## src/rtl/log_rd_port_arbiter.sv

```systemverilog
// Two-reader round-robin arbiter for the circular log buffer read port.
// A tag FIFO remembers who issued each in-flight read for response steering.
module log_rd_port_arbiter #(
    parameter int ADDR_W             = 8,
    parameter int RESP_DATA_STRUCT_W = 64,
    parameter int MAX_OUTSTANDING    = 4
) (
    input  logic                          clk,
    input  logic                          rst_n,
    input  logic                          rd0_req_val,
    input  logic [ADDR_W-1:0]             rd0_req_addr,
    output logic                          rd0_req_rdy,
    output logic                          rd0_resp_val,
    output logic [RESP_DATA_STRUCT_W-1:0] rd0_resp_data,
    input  logic                          rd1_req_val,
    input  logic [ADDR_W-1:0]             rd1_req_addr,
    output logic                          rd1_req_rdy,
    output logic                          rd1_resp_val,
    output logic [RESP_DATA_STRUCT_W-1:0] rd1_resp_data,
    output logic                          log_rd_req_val,
    output logic [ADDR_W-1:0]             log_rd_req_addr,
    input  logic                          log_rd_resp_val,
    input  logic [RESP_DATA_STRUCT_W-1:0] log_rd_resp_data,
    output logic [$clog2(MAX_OUTSTANDING):0] outstanding_cnt,
    output logic                          spurious_resp
);

    localparam int PTR_W = $clog2(MAX_OUTSTANDING);
    localparam int CNT_W = PTR_W + 1;

    logic [CNT_W-1:0] r_cnt;
    logic [PTR_W-1:0] r_wr_ptr;
    logic [PTR_W-1:0] r_rd_ptr;
    logic             r_tag [MAX_OUTSTANDING];
    logic             r_last_grant;
    logic             r_spur;

    logic              w_credit;
    logic              w_gnt1;
    logic              w_rdy0;
    logic              w_rdy1;
    logic              w_issue;
    logic [ADDR_W-1:0] w_addr;
    logic              w_empty;
    logic              w_pop;
    logic              w_head;

    assign w_credit = r_cnt < CNT_W'(MAX_OUTSTANDING);

    // Requester 1 wins alone, or on contention when 0 was granted last.
    assign w_gnt1  = rd1_req_val && (!rd0_req_val || !r_last_grant);
    assign w_rdy0  = w_credit && (!rd1_req_val || r_last_grant);
    assign w_rdy1  = w_credit && (!rd0_req_val || !r_last_grant);
    assign w_issue = w_credit && (rd0_req_val || rd1_req_val);
    assign w_addr  = !w_issue ? '0 :
                     (w_gnt1 ? rd1_req_addr : rd0_req_addr);

    assign w_empty = (r_cnt == '0);
    assign w_pop   = log_rd_resp_val && !w_empty;
    assign w_head  = r_tag[r_rd_ptr];

    // Combinational outputs are forced low while reset is held.
    assign rd0_req_rdy     = w_rdy0 && rst_n;
    assign rd1_req_rdy     = w_rdy1 && rst_n;
    assign log_rd_req_val  = w_issue && rst_n;
    assign log_rd_req_addr = w_addr & {ADDR_W{rst_n}};
    assign rd0_resp_val    = w_pop && !w_head && rst_n;
    assign rd1_resp_val    = w_pop && w_head && rst_n;
    assign rd0_resp_data   = log_rd_resp_data & {RESP_DATA_STRUCT_W{rst_n}};
    assign rd1_resp_data   = log_rd_resp_data & {RESP_DATA_STRUCT_W{rst_n}};
    assign outstanding_cnt = r_cnt;
    assign spurious_resp   = r_spur;

    always_ff @(posedge clk or negedge rst_n) begin
        if (!rst_n) begin
            r_cnt        <= '0;
            r_wr_ptr     <= '0;
            r_rd_ptr     <= '0;
            r_tag        <= '{default: 1'b0};
            r_last_grant <= 1'b1;
            r_spur       <= 1'b0;
        end else begin
            if (w_issue) begin
                r_tag[r_wr_ptr] <= w_gnt1;
                r_wr_ptr        <= r_wr_ptr + PTR_W'(1);
                r_last_grant    <= w_gnt1;
            end
            if (w_pop) begin
                r_rd_ptr <= r_rd_ptr + PTR_W'(1);
            end
            if (w_issue && !w_pop) begin
                r_cnt <= r_cnt + CNT_W'(1);
            end else if (!w_issue && w_pop) begin
                r_cnt <= r_cnt - CNT_W'(1);
            end
            if (log_rd_resp_val && w_empty) begin
                r_spur <= 1'b1;
            end
        end
    end

endmodule

```

## config.mk

```make
export PLATFORM = sky130hd
export DESIGN_NAME = log_rd_port_arbiter
export DESIGN_NICKNAME = d
export VERILOG_FILES = /design/src/rtl/log_rd_port_arbiter.sv
export SDC_FILE = /design/constraint.sdc
export NUM_CORES = 1
export LEC_CHECK = 0
export ABC_AREA = 1
export BUFFER_PORTS_ARGS = -buffer_cell sky130_fd_sc_hd__buf_4
export CORE_AREA = 2 2 88 90
export DETAILED_ROUTE_END_ITERATION = 7
export DIE_AREA = 0 0 90 92
export GPL_ROUTABILITY_DRIVEN = 0
export PLACE_DENSITY = 0.72
export RECOVER_POWER = 50
export SLEW_MARGIN = 40
export SYNTH_ARGS = -nofsm -noshare
export SYNTH_HDL_FRONTEND = slang
export SYNTH_SLANG_ARGS = --single-unit
export TNS_END_PERCENT = 100
```

## constraint.sdc

```tcl
create_clock -name clk -period 1.8 [get_ports clk]
set_input_delay 0.09 -clock clk [delete_from_list [all_inputs] [get_ports clk]]
set_output_delay 0.09 -clock clk [all_outputs]
set_load 0.005 [all_outputs]
```

==> summary.txt, run 1 <==
Run status
  – Status: finished, final reports clean

Synth
  – Synth top area share: approximately a quarter
  – Synth top cells by count: nand2_1 (102), inv_1 (76), buf_4 (65), nor2_1 (19), dfrtp_1 (12)
  – Post-synth EDFFs: 0
  – Post-Syn Area: 1920 um^2
  – Synth async-reset ratio: between 90% and 100%
  – Area leader, netlist: buf_4
  – Main area contributors after synthesis: buf_4 (25%), nand2_1 (20%), dfrtp_1 (16%)
  – Seq cells post-synth: 13
  – Sequential area share after synthesis: between 15 and 20%
  – Synthesis Warnings: 0
  – Number of distinct library cells after synthesis: 22
  – Synth Area per Inst: between 5 and 6 um^2
  – Most instantiated library cell after synthesis: nand2_1
  – Main synth FF type: dfrtp_1
  – Mapped Cells: roughly 330
  – Syn Nets: around 420

Worst hold path
  – Worst hold path type: input port to flop
  – Hold Path Origin: log_rd_resp_val
  – WHS Endpoint: r_rd_ptr[0]$_DFFE_PN0P_
  – WHS Path Cells: 3

Clocking
  – CTS tree: built
  – Clk buf depth: 2
  – Clock root cell: clkbuf_8
  – Clk pin slew, worst setup/hold paths: roughly 0.050 ns
  – Worst-Skew Late Latency: 0.24 ns
  – Num CTS Buffers: 3
  – H-tree levels: 1
  – CTS Sinks: 13

GRT
  – Largest net degree at the start of global routing: 43
  – Tot GR Track Use: between 10% and 20%
  – Initial antenna violation count: 0
  – Vias in the first global route: ~2200
  – First-pass GRT wire length: 11000 um
  – GR Overflow Total: 0

Setup path
  – Critical Path RT: just under 2 ns
  – Startpoint types: flop
  – Critical path endpoint category: flop
  – Arr. time, crit path: 1.81 ns
  – Critical Setup Path Class: flop to flop
  – Reg2reg end: outstanding_cnt[1]$_DFFE_PN0P_
  – Worst Path Max Fanout: 3
  – R2R Setup Slk: between 0.1 and 0.15 ns
  – Worst R2R Start: outstanding_cnt[2]$_DFFE_PN0P_
  – Worst R2R Path Depth: 8

Run
  – Max-cap viol count: 0

Cells and area
  – Syn-to-layout area delta: 72.6%
  – Util after Layout: 44.4%
  – Share of cells above drive strength 1: approximately half
  – Antenna cells: 0
  – Layout fillers: 782
  – Post-route design area: 3310 um^2
  – # nets final: ~600

Place
  – Placed Instance Area: 3270 um^2
  – Hpwl dp: 5950 um
  – Port bufs: roughly 230
  – Pre-CTS setup slack: approximately 0.083 ns

Die
  – I/O Pins: 230
  – Die area: just over 8000 um^2
  – Die X: 90 um
  – Initial core utilization: between 20% and 30%
  – FP Rows: 32
  – Die span in y: 92 um
  – Placeable Area: between 7000 and 8000 um^2

Routing
  – DRT Pass-1 Iters: 4
  – Routed WL: a little under 7000 um
  – Wirelength per Cell: between 10 and 15 um
  – Drt via density: just under 4
  – Via Count: 2361
  – Drt first-iter violations: 42
  – DR DRC count: 0
  – Remaining antenna violation count: 0

Power and ir drop
  – Leakage: around 2.3 nW
  – Pwr/cell area: between 700 and 800 nW/um^2
  – Peak supply drop: approximately 0.55 mV

STA
  – Fmax: between 0.6 and 0.7 GHz
  – Final setup violation count: 0
  – TNS Setup: 0 ns
  – RSZ-0062 raised after global routing: no
  – Setup ws final: 0.148 ns
  – Setup Skew: about 0.0017 ns
  – Tcrit/Tclk final: approximately 92%
  – Fin crit period: ~1.7 ns
  – Max Slew Vio Count: 0
  – Slew HR: between 70% and 80%
  – Fin. Hold Viols: 0
  – Slew @ Worst Pin: approximately 0.42 ns
-- final cells by class --
type | instances | area [um^2] | area share (%)
Inverter | 77 | 292 | 8.82
Timing Repair Buffer | 237 | 1750 | 53.0
Clock buffer | 4 | 45.0 | 1.36
Multi-Input combinational cell | 162 | 764 | 23.1
Sequential cell | 13 | 327 | 9.88
Tap cell | 102 | 128 | 3.86
-- what timing repair did --
| item | in CTS | in global routing |
|---|---|---|
| hold buffers | 1 | 0 |
| setup endpoints to repair | 0 | 2 |
| resized for setup | 0 | 4 |
| hold endpoints to repair | 12 | 0 |
| buffers inserted | 0 | 1 |
-- sequential cells by signal (all words and copies together) (netlist names) --
name	cells
r_rd_ptr	2
spurious_resp	1
outstanding_cnt	3
r_tag	4
r_wr_ptr	2
r_last_grant	1
-- routing by layer --
| metal | up-vias | global-route usage [%] | wire length, um |
|---|---|---|---|
| met5 | - | 0 | 0 |
| met4 | 0 | 2.31 | 42 |
| met3 | 4 | 3.94 | 580 |
| met2 | 110 | 28.6 | 3510 |
| met1 | 1051 | 19.6 | 2770 |
| li1 | 1196 | - | - |
-- cell families after synthesis --
logic type	Yosys count	synth area share (%)
flip-flops	13	17.0
AO/OA/AOI/OAI	15	4.11
AND/OR/NAND/NOR	139	30.2
adder cells (fa/ha/maj)	6	4.31
buffers and inverters	150	43.4
XOR/XNOR	2	0.915
-- metrics by stage --
step                      power, W  hold slack [ns]  instances
after CTS                  0.00235            0.116        594
final                      0.00232            0.132        595
after detailed placement   0.00207            0.161        589
after floorplan            0.00143           -0.206        325
after global routing       0.00255            0.147        595
after global placement     0.00201            0.153        589
-- layout by cell type, fill, tap and decap left out --
cell,n
a21oi_1,2
o21ai_1,2
fa_2,1
ha_2,1
ha_1,4
xor2_1,1
nand2_2,1
nand4_1,1
clkbuf_8,3
xnor2_1,1
buf_4,177
dlygate4sd3_1,1
nand3_1,11
inv_4,1
nand2_4,2
nor2_1,18
dfstp_1,1
clkbuf_1,9
clkbuf_4,51
o21ai_0,10
a31o_2,1
dfrtp_1,12
nor2_2,1
inv_1,76
nor2_4,3
nand2_1,102
-- worst max-delay path by stage --
stage	startpoint	endpoint	slack [ns]	cells after the start
floorplan	outstanding_cnt[2]$_DFFE_PN0P_	outstanding_cnt[2]$_DFFE_PN0P_	0.08	10
global placement	outstanding_cnt[2]$_DFFE_PN0P_	outstanding_cnt[2]$_DFFE_PN0P_	0.13	10
detailed placement	outstanding_cnt[2]$_DFFE_PN0P_	outstanding_cnt[2]$_DFFE_PN0P_	0.08	10
CTS	outstanding_cnt[2]$_DFFE_PN0P_	outstanding_cnt[2]$_DFFE_PN0P_	0.04	10
global route	outstanding_cnt[2]$_DFFE_PN0P_	outstanding_cnt[2]$_DFFE_PN0P_	0.01	11
finish	outstanding_cnt[2]$_DFFE_PN0P_	outstanding_cnt[1]$_DFFE_PN0P_	0.15	8
-- power by group --
part,switching [W],internal [W],total (W)
combinational,0.000759,0.000750,0.00151
clock,0.000106,0.000157,0.000263
sequential,0.000116,0.000436,0.000552
-- worst max-delay path, stage by stage, from the launching register on --
cell     delay, ns
dfrtp_1       0.38
nor2_2        0.13
nand2_1       0.08
nand2_2       0.09
ha_2          0.18
inv_1         0.06
fa_2          0.52
nand2_1       0.05
o21ai_0       0.07
No activity file was read; power rests on OpenSTA's default activity.
==> run 2: changes to the inputs <==
--- a/config.mk
+++ b/config.mk
@@ -5,13 +5,13 @@
 export SDC_FILE = /design/constraint.sdc
 export NUM_CORES = 1
 export LEC_CHECK = 0
-export ABC_AREA = 1
+export ABC_AREA = 0
 export BUFFER_PORTS_ARGS = -buffer_cell sky130_fd_sc_hd__buf_4
-export CORE_AREA = 2 2 88 90
+export CORE_AREA = 2 2 90 92
 export DETAILED_ROUTE_END_ITERATION = 7
-export DIE_AREA = 0 0 90 92
+export DIE_AREA = 0 0 92 94
 export GPL_ROUTABILITY_DRIVEN = 0
-export PLACE_DENSITY = 0.72
+export PLACE_DENSITY = 0.67
 export RECOVER_POWER = 50
 export SLEW_MARGIN = 40
 export SYNTH_ARGS = -nofsm -noshare
==> run 2 against run 1 <==
  * Final area fell by 3.7%
  * Clock power fell by 4%
  * Synthesized cell count fell by 31%
  * Cell count fell by 16%
  * Via count fell by 16%
  * Largest power group unchanged
  * Highest routed layer unchanged
==> summary.txt, run 2 <==
Setup path
  – Crit path launch: outstanding_cnt[0]$_DFFE_PN0P_
  – Critical path endpoint category: flop
  – Levels on crit path: 8
  – Arr. time, crit path: ~1.9 ns
  – Worst R2R Start: outstanding_cnt[0]$_DFFE_PN0P_
  – Crit path cell chain: o31a_1 > inv_1 > ha_2 > inv_2 > fa_2 > xor2_1 > nor2_1 > xnor2_1
  – Largest stage delay on the critical path: 0.38 ns
  – Startpoint types: flop
  – Critical Setup Path Class: flop to flop
  – Critical Path RT: approximately 2.0 ns
  – Top delay family on crit path: adder cells
  – R2R Setup Slk: 0.05 ns
  – Reg2reg end: outstanding_cnt[2]$_DFFE_PN0P_
  – Worst Path Max Fanout: 2
  – Crit path to: outstanding_cnt[2]$_DFFE_PN0P_
  – Slowest cell on the critical path: dfrtp_1
  – Worst R2R Path Depth: 8
  – WP buf/inv: 2

Clocking
  – Clock root cell: clkbuf_8
  – Worst-Skew Late Latency: approximately 0.24 ns
  – Num CTS Buffers: 3
  – Clk pin slew, worst setup/hold paths: approximately 0.06 ns
  – Clk buf depth: 2
  – CTS Sinks: 13
  – H-tree levels: 1
  – CTS tree: built

Routing
  – Routed WL: around 6300 um
  – Wirelength per Cell: 12.6 um
  – Remaining antenna violation count: 0
  – DR DRC count: 0
  – DRT Pass-1 Iters: 4
  – Drt via density: slightly below 4
  – Via Count: 1973
  – Drt first-iter violations: 31

STA
  – Final setup violation count: 0
  – RSZ-0062 raised after global routing: yes
  – Max Slew Vio Count: 0
  – Setup ws final: about 0.055 ns
  – Slew HR: between 60% and 70%
  – Fmax: 0.573 GHz
  – Slew @ Worst Pin: ~0.51 ns
  – Fin crit period: 1.75 ns
  – Fin. Hold Viols: 0
  – Tcrit/Tclk final: 97.0%
  – Setup Skew: ~0.0044 ns

Die
  – Die span in y: 94 um
  – Die X: between 90 and 100 um
  – Initial core utilization: a little under a quarter
  – Die area: just under 9000 um^2
  – Placeable Area: between 7000 and 8000 um^2
  – FP Rows: 32
  – I/O Pins: 230

Cells and area
  – Antenna cells: 0
  – Multi-input gate area: around 850 um^2
  – Util after Layout: 41.9%
  – Max reg flops: 4
  – # nets final: roughly 500
  – Commonest non-fill, non-tap cell in the layout: buf_4
  – Share of cells above drive strength 1: approximately 63%
  – Layout fillers: a little under 800
  – Syn-to-layout area delta: 85.3%
  – Most frequent cells in the layout: buf_4 (234), and2_1 (64), nand2_1 (23), dfrtp_1 (12), a21oi_1 (11)
  – Top reg by flops: r_tag
  – Storage element area: 327 um^2

Synth
  – Post-synth EDFFs: 0
  – Seq cells post-synth: 13
  – Mapped Cells: roughly 220
  – Syn Nets: between 300 and 400
  – Main synth FF type: dfrtp_1
  – Synthesis Warnings: 0
  – Main area contributors after synthesis: buf_4 (28%), and2_1 (23%), dfrtp_1 (17%)
  – Number of distinct library cells after synthesis: 28
  – Most instantiated library cell after synthesis: buf_4
  – Synth top area share: between 20% and 30%
  – Synth async-reset ratio: between 90% and 100%
  – Synth Area per Inst: just under 8 um^2
  – Sequential area share after synthesis: between 10% and 20%
  – Post-Syn Area: between 1500 and 2000 um^2
  – Synth top cells by count: buf_4 (65), and2_1 (64), nand2_1 (23), dfrtp_1 (12), a21oi_1 (11)
  – Area leader, netlist: buf_4

Place
  – Pre-CTS setup slack: -0.0245 ns
  – Hpwl dp: between 5000 and 6000 um
  – Port bufs: 229

Run status
  – Status: finished, final reports clean

GRT
  – First-pass GRT wire length: about 9000 um
  – Vias in the first global route: between 1500 and 2000
  – GR Overflow Total: 0
  – Largest net degree at the start of global routing: between 60 and 70
  – Initial antenna violation count: 0
  – Tot GR Track Use: 13.0%

Power and ir drop
  – Peak supply drop: approximately 0.55 mV
  – Leakage: 1.77 nW
  – Pwr/cell area: between 600 and 700 nW/um^2

Worst hold path
  – Hold Path Origin: rd0_req_val
  – Worst hold path type: input port to flop

Run
  – Max-cap viol count: 0
[run 2: cell types whose count changed after synthesis, moves of 4 or more]
cell | before | now
inv_1 | 76 | 7
buf_2 | 6 | 1
o21ai_0 | 9 | 1
clkbuf_1 | 0 | 8
mux2_1 | 0 | 4
nor2_1 | 19 | 2
and2_1 | 0 | 64
nand3_1 | 11 | 0
nand2_1 | 102 | 23
a21oi_1 | 2 | 11
[run 2: layout make-up]
class / instances / share of cell area [%]
flip-flops and latches: 13 / 10.3
clock buffers: 4 / 1.41
multi-input cells: 129 / 26.7
well taps: 102 / 4.01
repair buffers: 242 / 56.8
inverters: 7 / 0.825
[run 2: repair_timing]
item	4_1_cts	5_1_grt
pin swaps	2	1
resized for setup	1	4
hold buffers	1	0
setup buffers	1	2
hold endpoints to repair	3	0
setup endpoints to repair	2	4
[run 2: per-layer routing]
metal	wire length (um)	track usage (%)
met5	0	0
met3	585	3.13
met1	2280	14.0
met2	3300	24.7
met4	110	4.35
[run 2: worst min path at each step]
stage          slack (ns)  cells past startpoint                              to
2_1_floorplan       -0.21                      0  outstanding_cnt[0]$_DFFE_PN0P_
3_3_place_gp        -0.11                      1            r_tag[1]$_DFFE_PN0P_
3_5_place_dp        -0.11                      1            r_tag[1]$_DFFE_PN0P_
4_1_cts              0.04                      2        r_last_grant$_DFFE_PN1P_
5_1_grt              0.04                      2        r_last_grant$_DFFE_PN1P_
6_report             0.05                      2        r_last_grant$_DFFE_PN1P_
[run 2: logic make-up after synthesis]
logic type / share of synthesized area, %
adders and majority gates: 4.80
DFF: 19.0
muxes: 4.58
buffers and inverters: 32.0
xor gates and xnor gates: 3.06
AOI/OAI and AO/OA: 6.84
and+or+nand+nor: 29.8
[run 2: worst register-to-register path: stages (launching register included)]
cell	delay, ns
dfrtp_1	0.38
o31a_1	0.31
inv_1	0.06
ha_2	0.18
inv_2	0.04
fa_2	0.33
xor2_1	0.14
nor2_1	0.11
xnor2_1	0.13
[run 2: metrics by stage]
stage / total power (W) / instance area [um^2] / hold slack (ns) / cells / TNS (ns)
floorplan: 0.00129 / 1720 / -0.206 / 223 / -0.0558
global placement: 0.00189 / 3110 / -0.112 / 489 / 0
detailed placement: 0.00193 / 3110 / -0.113 / 489 / -0.0359
CTS: 0.00222 / 3180 / 0.0412 / 495 / 0
global route: 0.00238 / 3190 / 0.0438 / 497 / -0.0197
finish: 0.00218 / 3190 / 0.0457 / 497 / 0
[run 2: power by group]
part / switching (W) / internal [W] / leakage [nW]
logic: 0.000549 / 0.000815 / 1.60
registers: 0.000112 / 0.000454 / 0.153
clock network: 0.0000976 / 0.000156 / 0.0228
total: 0.000759 / 0.00142 / 1.77
